[config.mk]
export PLATFORM = sky130hd
export DESIGN_NAME = karatsuba_seq_ctrl
export DESIGN_NICKNAME = d
export VERILOG_FILES = /design/src/rtl/karatsuba_seq_ctrl.sv
export SDC_FILE = /design/constraint.sdc
export NUM_CORES = 1
export LEC_CHECK = 0
export CORE_MARGIN = 8
export CORE_UTILIZATION = 59
export CTS_CLUSTER_SIZE = 14
export DETAILED_ROUTE_END_ITERATION = 6
export HOLD_SLACK_MARGIN = 0.08
export PLACE_DENSITY = 0.8
export SKIP_CTS_REPAIR_TIMING = 1
export SLEW_MARGIN = 20
export SYNTH_ARGS = -nofsm -noshare
export SYNTH_HDL_FRONTEND = slang
export SYNTH_HIERARCHICAL = 1
export SYNTH_SLANG_ARGS = --single-unit
[constraint.sdc]
create_clock -name iClk -period 5.4 [get_ports iClk]
set_input_delay 0.81 -clock iClk [delete_from_list [all_inputs] [get_ports iClk]]
set_output_delay 0.81 -clock iClk [all_outputs]
set_load 0.05 [all_outputs]
[src/rtl/karatsuba_seq_ctrl.sv]
// ---------------------------------------------------------------------------
// karatsuba_seq_ctrl
//
// Sequential Karatsuba multiplier. It computes a full WIDTH x WIDTH unsigned
// product by running one (WIDTH/2+1)-bit multiplier three times, once for
// each partial product, and then recombining the three results.
//
// Ports
//   iClk    in   1          clock, rising edge
//   iRst    in   1          asynchronous active-high reset
//   iStart  in   1          start request, taken only while oBusy=0
//   iX      in   WIDTH      multiplicand, sampled on the accepting edge
//   iY      in   WIDTH      multiplier, sampled on the accepting edge
//   oBusy   out  1          high while an operation is in progress
//   oDone   out  1          one-cycle pulse when oO has just been updated
//   oO      out  2*WIDTH    registered product, held until the next oDone
//   oState  out  3          current controller state (debug visibility)
//
// Handshake: a start is accepted on any rising edge where iStart=1 and
// oBusy=0. No back-pressure exists. iStart while busy is dropped without
// effect. oDone marks the single cycle in which the new oO first appears,
// and oBusy is already low in that cycle, so a new start can be accepted on
// the following edge (one product every 5 cycles).
// ---------------------------------------------------------------------------

// Plain combinational unsigned multiplier that is shared by the controller.
module multiply #(
    parameter int W = 5
) (
    input  logic [W-1:0]   a,
    input  logic [W-1:0]   b,
    output logic [2*W-1:0] p
);
    assign p = a * b;
endmodule

module karatsuba_seq_ctrl #(
    parameter int WIDTH = 8
) (
    input  logic               iClk,
    input  logic               iRst,
    input  logic               iStart,
    input  logic [WIDTH-1:0]   iX,
    input  logic [WIDTH-1:0]   iY,
    output logic               oBusy,
    output logic               oDone,
    output logic [2*WIDTH-1:0] oO,
    output logic [2:0]         oState
);
    localparam int H = WIDTH / 2;
    localparam int P = 2 * WIDTH + 1;   // recombination width

    typedef enum logic [2:0] {
        IDLE = 3'd0,
        M0   = 3'd1,
        M2   = 3'd2,
        M1   = 3'd3,
        COMB = 3'd4
    } state_t;

    state_t state, state_next;

    // Latched operands and operand-half sums.
    logic [WIDTH-1:0]   x_q, y_q;
    logic [H:0]         sx_q, sy_q;

    // Partial products.
    logic [2*H-1:0]     z0_q, z2_q;
    logic [2*H+1:0]     zm_q;

    logic [2*WIDTH-1:0] o_q;
    logic               done_q;

    // Shared multiplier.
    logic [H:0]         mul_a, mul_b;
    logic [2*H+1:0]     mul_p;

    multiply #(.W(H + 1)) u_mul (
        .a (mul_a),
        .b (mul_b),
        .p (mul_p)
    );

    // Sums of operand halves, formed from the live inputs so they can be
    // captured on the same edge as the operands themselves.
    logic [H:0] sx_in, sy_in;
    assign sx_in = {1'b0, iX[WIDTH-1:H]} + {1'b0, iX[H-1:0]};
    assign sy_in = {1'b0, iY[WIDTH-1:H]} + {1'b0, iY[H-1:0]};

    // Next state.
    always_comb begin
        state_next = state;
        case (state)
            IDLE:    if (iStart) state_next = M0;
            M0:      state_next = M2;
            M2:      state_next = M1;
            M1:      state_next = COMB;
            COMB:    state_next = IDLE;
            default: state_next = IDLE;
        endcase
    end

    // Multiplier input mux, selected purely by state.
    always_comb begin
        mul_a = '0;
        mul_b = '0;
        case (state)
            M0: begin
                mul_a = {1'b0, x_q[H-1:0]};
                mul_b = {1'b0, y_q[H-1:0]};
            end
            M2: begin
                mul_a = {1'b0, x_q[WIDTH-1:H]};
                mul_b = {1'b0, y_q[WIDTH-1:H]};
            end
            M1: begin
                mul_a = sx_q;
                mul_b = sy_q;
            end
            default: begin
                mul_a = '0;
                mul_b = '0;
            end
        endcase
    end

    // Recombination: Z2<<2H + (Zm-Z2-Z0)<<H + Z0, one bit wider than the
    // product. The middle term can never go negative, and the final sum
    // fits in 2*WIDTH bits, so the top bit is simply dropped.
    logic [P-1:0] z0_e, z2_e, zm_e, mid, sum;
    logic         unused_sum_msb;

    always_comb begin
        z0_e = {{(P - 2*H){1'b0}}, z0_q};
        z2_e = {{(P - 2*H){1'b0}}, z2_q};
        zm_e = {{(P - 2*H - 2){1'b0}}, zm_q};
        mid  = zm_e - z2_e - z0_e;
        sum  = (z2_e << (2*H)) + (mid << H) + z0_e;
    end
    assign unused_sum_msb = sum[P-1];

    // State register.
    always_ff @(posedge iClk or posedge iRst) begin
        if (iRst) state <= IDLE;
        else      state <= state_next;
    end

    // Datapath registers.
    always_ff @(posedge iClk or posedge iRst) begin
        if (iRst) begin
            x_q    <= '0;
            y_q    <= '0;
            sx_q   <= '0;
            sy_q   <= '0;
            z0_q   <= '0;
            z2_q   <= '0;
            zm_q   <= '0;
            o_q    <= '0;
            done_q <= 1'b0;
        end else begin
            done_q <= 1'b0;
            case (state)
                IDLE: begin
                    if (iStart) begin
                        x_q  <= iX;
                        y_q  <= iY;
                        sx_q <= sx_in;
                        sy_q <= sy_in;
                    end
                end
                M0:   z0_q <= mul_p[2*H-1:0];
                M2:   z2_q <= mul_p[2*H-1:0];
                M1:   zm_q <= mul_p;
                COMB: begin
                    o_q    <= sum[2*WIDTH-1:0];
                    done_q <= 1'b1;
                end
                default: ;
            endcase
        end
    end

    assign oBusy  = (state != IDLE);
    assign oDone  = done_q;
    assign oO     = o_q;
    assign oState = state;

endmodule

# ---- Word-level counts from Yosys, hierarchy flattened
# Index checks and enable logic that the tools add are counted.
dict set report totals {
  output_inout_bits 21
  regBits 72
}
dict set report classes {
  n_mul 1
  n_eq_ne 5
  n_reduce_logical 3
  n_addsub 6
  muxes 5
}
# operator count
set ops {}
lappend ops {{one-hot mux 5 bit (3 select lines)} 2}
lappend ops {{adder 16 bit} 1}
lappend ops {{adder 16 x 8 -> 16 bit} 1}
lappend ops {{one-hot mux 3 bit (4 select lines)} 1}
lappend ops {{subtractor 11 x 9 -> 12 bit} 1}
lappend ops {{subtractor 10 x 8 -> 11 bit} 1}
lappend ops {{adder 4 x 4 -> 5 bit} 2}
lappend ops {{multiplier 5 x 5 -> 10 bit} 1}
lappend ops {{== test 3 x 2 -> 1 bit, second input constant} 2}
lappend ops {{== test 3 x 1 -> 1 bit, second input constant} 1}
lappend ops {{== test 3 bit, second input constant} 1}
lappend ops {{zero test 3 bit} 1}
lappend ops {{two-way mux 3 bit} 1}
lappend ops {{nonzero test 3 bit} 1}
lappend ops {{!= test 2 bit, second input constant} 1}
lappend ops {{AND reduction 2 bit} 1}
lappend ops {{two-way mux 1 bit} 1}

# ---- Longest topological paths before layout
# Gate-level depths: netlist (run 1).
dict set report logic_depth {
  depth_word 4
  ltp_mapped 22
  ltp_nobuf 22
}

# ---- Cells and area by module
# Netlist (run 1), hierarchy kept.
# module cells_per_inst n_inst seq_area_each_um2 area_per_inst_um2
set by_module_without_submodules {}
lappend by_module_without_submodules {karatsuba_seq_ctrl 500 1 1801.7 4377.9}
lappend by_module_without_submodules {multiply 90 1 0.0 785.8}

# ---- Worst setup path after synthesis (run 1)
# No wires, ideal clock.
dict set report synth_path {
  path_kind {reg2reg}
  startpoint {reg state[1] (netlist: oState[1])}
  endpoint {reg zm_q[8]}
  n_path_buf 1
  setup_time_ps 65
  period_less_slack_ps 4545
  t_arrival_ps 4480
  path_stages_with_launch 18
  required_ps 5335
  setup_slack_ps 855
  cell_sequence {dfrtp_1 > buf_1 > mux2_2 > a22oi_1 > nor2_1 > nand2_1 > fa_1 > fa_1 > fa_1 > inv_1 > ha_1 > nor2b_4 > o21ai_2 > nand2b_2 > a2111oi_2 > nand3b_1 > nand2_1 > nand2_1}
}
dict set report synth_between {
  elab_chain_cells 3
  word_cells_on_any_way 6
  cone_classes {mul (1); eq/ne (3); mux (2)}
}
# element line
set synth_lines {}
lappend synth_lines {{start, declared} 61} ;# state_t state, state_next;
lappend synth_lines {{start signal, assigned} 145} ;# else state <= state_next;
lappend synth_lines {{== test 3 x 2 -> 1 bit or == test 3 x 1 -> 1 bit (tied branches)} 107} ;# case (state)
lappend synth_lines {{one-hot mux 5 bit (3 select lines) *} 107}
lappend synth_lines {{net mul_a[1]} 75} ;# logic [H:0] mul_a, mul_b;
lappend synth_lines {{multiplier 5 x 5 -> 10 bit *} 34} ;# assign p = a * b;
lappend synth_lines {{net mul_p[8]} 76} ;# logic [2*H+1:0] mul_p;
lappend synth_lines {{end signal, assigned} 173} ;# M1: zm_q <= mul_p;
lappend synth_lines {{end, declared} 69} ;# logic [2*H+1:0] zm_q;
# Mark *: on every way through the listed nets, which the timed path passes. The rest lies on a longest branch.
# A chain may end at the register's enable or synchronous reset.

# ---- Worst setup path in the final report (run 1)
dict set report layout_path {
  startpoint {reg state[1] (netlist: oState[1])}
  endpoint {reg zm_q[9]}
}
# Same word-level chain as after synthesis.

==> run_results.csv, run 1 <==
group,metric,value,unit
clock_tree,cts.sinks,72,
timing,worst_hold_slack,0.478,ns
critical_path,crit_fanout,16,
cells_and_area,drive_above_1_share,6.97,%
hold_path,holdPathStages,2,
cells_and_area,finalNonFillerCells,739,
drt,drc,0,
drt,postRouteWirelength,10.9,mm
cells_and_area,area_growth,13.8,%
timing,fin_crit,4.77,ns
logic_synthesis,synthAdderAreaFrac,18.8,%
cells_and_area,num_antenna_cells,0,
timing,fmax,0.210,GHz
logic_synthesis,synth_mux_area_share,2.37,%
drt,vias,4111,
placed_design,dp_cells,723,
placed_design,place_congestion,0.843,
logic_synthesis,synthCells,590,
timing,slew_violations,0,
logic_synthesis,ys_types,57,
flow_run,max_cap_violations,0,
logic_synthesis,ys_seq_area_share,34.9,%
logic_synthesis,ys_ff_latch,72,
global_route,grt_pass1_wl,19.2,mm
logic_synthesis,synth-simple-area-share,19.6,%
clock_tree,cts-root-buf,"clkbuf_8",
timing,skew,0.0150,ns
global_route,grt_antenna_before_repair,0,
logic_synthesis,synth_area_leaders,"dfrtp_1, ha_1, nand2_1",
global_route,first_global_vias,4165,
global_route,globalRouteTotalUtil,19.8,%
critical_path,critPathKind,"register to register",
logic_synthesis,yosysTopAreaCell,"dfrtp_1",
floorplan,core,0.00859,mm²
logic_synthesis,synth-compound-area-share,14.4,%
clock_tree,cts-buffers-inserted,9,
timing,rsz0062_at_grt,"no",
global_route,grt_max_degree,47,
placed_design,portBuffers,39,
logic_synthesis,synth_edf_count,0,
floorplan,die_h,110,µm
cells_and_area,nFillCells,666,
cells_and_area,layout.cells.most_common_list,"nand2_1, dfrtp_1, ha_1, inv_1, o21ai_0",
critical_path,reg2reg_depth,15,
clock_tree,clock_latency,0.35,ns
timing,finalSetupTns,0,ns
drt,viasPerCell,5.56,
clock_tree,cts-htree-levels,3,
logic_synthesis,synth_fp_nets,678,
critical_path,arrival,5.00,ns
global_route,grt_overflow,0,
timing,hold_violations,0,
timing,tightest_slew,1.06,ns
logic_synthesis,netlist.area_leader.share,34.9,%
drt,drtIter0Drc,190,
logic_synthesis,synth_xor_xnor_area_share,4.92,%
drt,ant_nets,0,
critical_path,required,5.63,ns
hold_path,hold_class,"register to register",
placed_design,hpwl,8.41,mm
floorplan,ios,40,
floorplan,initial_core_util,60.1,%
clock_tree,cts_tree,"done",
timing,relSlewSlack,29.0,%
critical_path,cp-start-kind,"register",
drt,drt-wirelength-per-cell,14.7,µm
cells_and_area,nNetsFinal,714,
floorplan,rows,34,
logic_synthesis,synth_top_flop_cell,"dfrtp_1",
clock_tree,cts_buffer_depth,2,
timing,period_share,88.3,%
floorplan,die_w,110,µm
logic_synthesis,synth_top_family_by_area,"simple AND/OR/NAND/NOR gates",
timing,finalSetupViolations,0,
logic_synthesis,ys_async_sr_fraction,100,%
drt,dr.pass1.iters,4,
clock_tree,cts.clk_slew.worst_paths,0.08,ns
logic_synthesis,yosys_warnings,6,
logic_synthesis,syn_area,0.00516,mm²
cells_and_area,final_util,68.4,%
status,status,"complete, no violations",
critical_path,endpoint_kind,"register",
floorplan,die-area,0.0120,mm²
cells_and_area,final_common_cell,"nand2_1",
logic_synthesis,synth_area_per_cell,8.75,µm²
-- logic make-up after synthesis --
group | Yosys count
xor+xnor | 29
simple gates | 223
compound gates | 117
buf+inv | 69
flops | 72
fa+ha+maj | 69
mux | 11
-- state kept, by name, summed over array words and instances, names as in the netlist --
register,cells
x_q,8
sy_q,5
oO,16
oState,3
y_q,8
oDone,1
zm_q,10
z0_q,8
sx_q,5
z2_q,8
-- cell type report --
cell class / instances / area [µm²] / share of cell area, %
multi-input cells: 449 / 3100 / 52.8
flip-flops and latches: 72 / 1800 / 30.7
repair buffers: 42 / 413 / 7.03
inverters: 52 / 195 / 3.32
well taps: 108 / 135 / 2.30
clock buffers: 10 / 138 / 2.34
clock inverters: 6 / 91.3 / 1.55
-- layer usage --
metal / GRT usage, % / share of wire [%] / up-vias
met1: 23.8 / 44 / 1975
met2: 35.0 / 50 / 69
met3: 3.40 / 3.4 / 24
li1: - / - / 2043
met5: 0 / 0 / -
met4: 6.85 / 2.1 / 0
-- metrics by stage --
stage          cell area (µm²)  setup slack [ns]
3_3_place_gp              5650             0.853
6_report                  5880             0.630
4_1_cts                   5880             0.626
3_5_place_dp              5650             0.641
5_1_grt                   5880             0.188
2_1_floorplan             5160             0.855
-- synth_stat cells (2+ instances only) --
cell,instances
a211oi_1,2
a21o_1,7
a21oi_1,25
a22oi_1,8
a31oi_1,4
and2_1,20
and3_1,2
clkbuf_1,15
dfrtp_1,72
fa_1,14
ha_1,55
inv_1,51
mux2_2,10
nand2_1,128
nand2b_1,2
nand3_1,8
nand3b_1,3
nor2_1,29
nor2b_1,9
nor3_1,7
nor3b_1,4
o21a_1,4
o21ai_0,45
o21bai_1,4
o31ai_1,2
or3_1,2
xnor2_1,18
xor2_1,11
-- final timing paths --
check	start	endpoint	slack [ns]
max	oState[1]	zm_q[9]	0.63
min	oO[8]	oO[8]	0.48
max reg2reg	oState[1]	zm_q[9]	0.63
min reg2reg	oO[8]	oO[8]	0.48
max in group asynchronous	iRst	z0_q[7]	3.59
min in group asynchronous	iRst	oO[2]	0.82
-- worst max-delay path, stage by stage (launching register included) --
cell and delay [ns]:
dfrtp_1 0.71, nor2b_1 0.54, a22oi_1 0.18, nor2_1 0.27
nand2_1 0.13, fa_1 0.50, fa_1 0.51, fa_1 0.54
inv_1 0.04, ha_1 0.32, nor2b_1 0.17, a311oi_2 0.34
a21oi_1 0.14, xnor2_1 0.14, nand2_1 0.06, nand2_1 0.05
Power of run 1 is not shown: default switching activity piles up to over one toggle a cycle in this logic, so the estimate is an artifact.
==> run 2: changes to the inputs <==
--- a/config.mk
+++ b/config.mk
@@ -9,7 +9,7 @@
 export CORE_UTILIZATION = 59
 export CTS_CLUSTER_SIZE = 14
 export DETAILED_ROUTE_END_ITERATION = 6
-export HOLD_SLACK_MARGIN = 0.08
+export HOLD_SLACK_MARGIN = 0.02
 export PLACE_DENSITY = 0.8
 export SKIP_CTS_REPAIR_TIMING = 1
 export SLEW_MARGIN = 20
==> results of run 2 <==
Final layout, timing and power as in run 1 (identical DEF).
Power of run 2 is left out for the same reason.
==> run 3: changes to the inputs <==
--- a/config.mk
+++ b/config.mk
@@ -6,11 +6,11 @@
 export NUM_CORES = 1
 export LEC_CHECK = 0
 export CORE_MARGIN = 8
-export CORE_UTILIZATION = 59
+export CORE_UTILIZATION = 54
 export CTS_CLUSTER_SIZE = 14
 export DETAILED_ROUTE_END_ITERATION = 6
 export HOLD_SLACK_MARGIN = 0.02
-export PLACE_DENSITY = 0.8
+export PLACE_DENSITY = 0.78
 export SKIP_CTS_REPAIR_TIMING = 1
 export SLEW_MARGIN = 20
 export SYNTH_ARGS = -nofsm -noshare
==> constraint.sdc (replaced) <==
create_clock -name iClk -period 4 [get_ports iClk]
set_input_delay 0.6 -clock iClk [delete_from_list [all_inputs] [get_ports iClk]]
set_output_delay 0.6 -clock iClk [all_outputs]
set_load 0.05 [all_outputs]
==> run_results.csv, run 3 (synthesized netlist as in run 1, its figures left out) <==
group,metric,value,unit
placed_design,hpwl,8.47,mm
critical_path,r2r_start,"z2_q[1]",
drt,drc,0,
cells_and_area,final_common_cell,"nand2_1",
flow_run,max_cap_violations,0,
cells_and_area,num_antenna_cells,0,
drt,vias,4248,
critical_path,cp-start-kind,"register",
timing,slew_violations,0,
cells_and_area,nNetsFinal,750,
critical_path,slowest_stage,"dfrtp_2",
timing,relSlewSlack,32.6,%
timing,fmax,0.246,GHz
drt,postRouteWirelength,11.8,mm
cells_and_area,layout.cells.most_common_list,"nand2_1, dfrtp_1, ha_1, inv_1, o21ai_0",
global_route,grt_pass1_wl,19.4,mm
drt,wl_met2,6.16,mm
global_route,globalRouteTotalUtil,18.3,%
critical_path,timing.rr.end,"oO[15]",
critical_path,cp_cell_sequence,"inv_2, ha_4, nor2b_4, o21a_1, nor2_2, xnor2_1, ha_1, o21a_1, o31a_1, o31ai_4, nand2b_1, a211oi_1, nor2_1, ha_1, nand2_1, o21ai_1, o21ai_2, o21ai_2, nor3_1, o21a_1, a211o_1",
timing,rsz0062_at_grt,"yes",
drt,dr.pass1.iters,4,
status,status,"finished with violations",
timing,period_share,102,%
critical_path,crit_fanout,4,
timing,hold_violations,0,
critical_path,critPathKind,"register to register",
timing,layout_setup_ws,-0.0716,ns
global_route,grt_antenna_before_repair,0,
floorplan,rows,35,
timing,tightest_slew,1.01,ns
cells_and_area,largest_register_ffs,16,
clock_tree,cts_buffer_depth,2,
critical_path,reg2reg_slack,-0.07,ns
floorplan,core,0.00924,mm²
clock_tree,cts.sinks,72,
status,violations,"setup timing",
global_route,grt_max_degree,43,
clock_tree,cts-htree-levels,3,
floorplan,die_w,114,µm
timing,finalSetupViolations,3,
drt,route.top_layer_used,"met4",
timing,worst_hold_slack,0.455,ns
critical_path,required,4.24,ns
critical_path,reg2reg_depth,21,
global_route,grt_overflow,0,
cells_and_area,area_growth,24.4,%
clock_tree,clock_latency,0.35,ns
critical_path,critical_path.most_common_cell,"o21a_1",
critical_path,endpoint_kind,"register",
floorplan,initial_core_util,55.9,%
clock_tree,cts-root-buf,"clkbuf_8",
timing,fin_crit,4.07,ns
drt,drtIter0Drc,180,
cells_and_area,seqCellArea,0.00181,mm²
drt,ant_nets,0,
cells_and_area,multi_input_area,0.00335,mm²
cells_and_area,drive_above_1_share,18.1,%
global_route,first_global_vias,4190,
timing,skew,0.0171,ns
floorplan,die-area,0.0129,mm²
hold_path,hold_class,"primary input to async pin",
drt,wl_met1,5.16,mm
critical_path,crit_path_max_incr_delay,0.45,ns
critical_path,arrival,4.31,ns
drt,drt-wirelength-per-cell,14.9,µm
drt,viasPerCell,5.34,
drt,route.met3.wl,379,µm
floorplan,die_h,114,µm
cells_and_area,nFillCells,701,
clock_tree,cts_tree,"done",
placed_design,portBuffers,39,
clock_tree,cts.clk_slew.worst_paths,0.09,ns
placed_design,place_congestion,0.873,
floorplan,ios,40,
clock_tree,cts-buffers-inserted,9,
## run 3: cell types whose count changed in the layout (fill, tap and decap cells not counted), moves of 5 or more
| cell | delta |
|---|---|
| a21oi_1 | -8 |
| a21oi_2 | +7 |
| buf_4 | +34 |
| ha_1 | -6 |
| ha_4 | +5 |
## run 3: how the worst max path moves through the flow
stage	cells past startpoint	slack [ns]	endpoint	start
2_1_floorplan	17	-0.006	zm_q[8]	oState[1]
3_3_place_gp	19	-0.003	oO[15]	z2_q[0]
3_5_place_dp	19	-0.16	oO[15]	z2_q[0]
4_1_cts	21	-0.27	oO[15]	z2_q[1]
5_1_grt	21	-0.28	oO[15]	z2_q[1]
6_report	21	-0.07	oO[15]	z2_q[1]
## run 3: layout make-up
type | instances | area share, %
clock buffer | 10 | 1.99
clock inverter | 6 | 1.42
inverter | 52 | 3.04
multi-input combinational | 449 | 52.2
sequential | 72 | 28.1
tap | 129 | 2.51
timing repair buffer | 78 | 10.8
## run 3: through the flow
step | util, % | setup WS, ns | cells | instance area (µm²) | setup TNS [ns]
finish | 69.5 | -0.0716 | 796 | 6420 | -0.138
global route | 69.5 | -0.276 | 796 | 6420 | -0.827
CTS | 66.4 | -0.268 | 787 | 6130 | -0.371
detailed placement | 64.0 | -0.160 | 771 | 5910 | -0.170
global placement | 64.0 | -0.00307 | 771 | 5910 | -0.00307
floorplan | - | -0.00588 | 590 | 5210 | -0.00588
## run 3: worst max-delay path: cells and delay by family (launching register included)
kind / cells / cell delay, ns
compound gates: 10 / 1.90
fa+ha+maj: 3 / 0.86
simple gates: 6 / 0.56
flops: 1 / 0.45
buf+inv: 1 / 0.10
xor+xnor: 1 / 0.09
## run 3: per-layer routing
| layer | track usage, % | up-vias |
|---|---|---|
| met5 | 0 | - |
| met4 | 6.12 | 0 |
| met3 | 3.80 | 14 |
| met2 | 32.0 | 62 |
| met1 | 22.0 | 2058 |
| li1 | - | 2114 |
Power of run 3 is left out for the same reason.
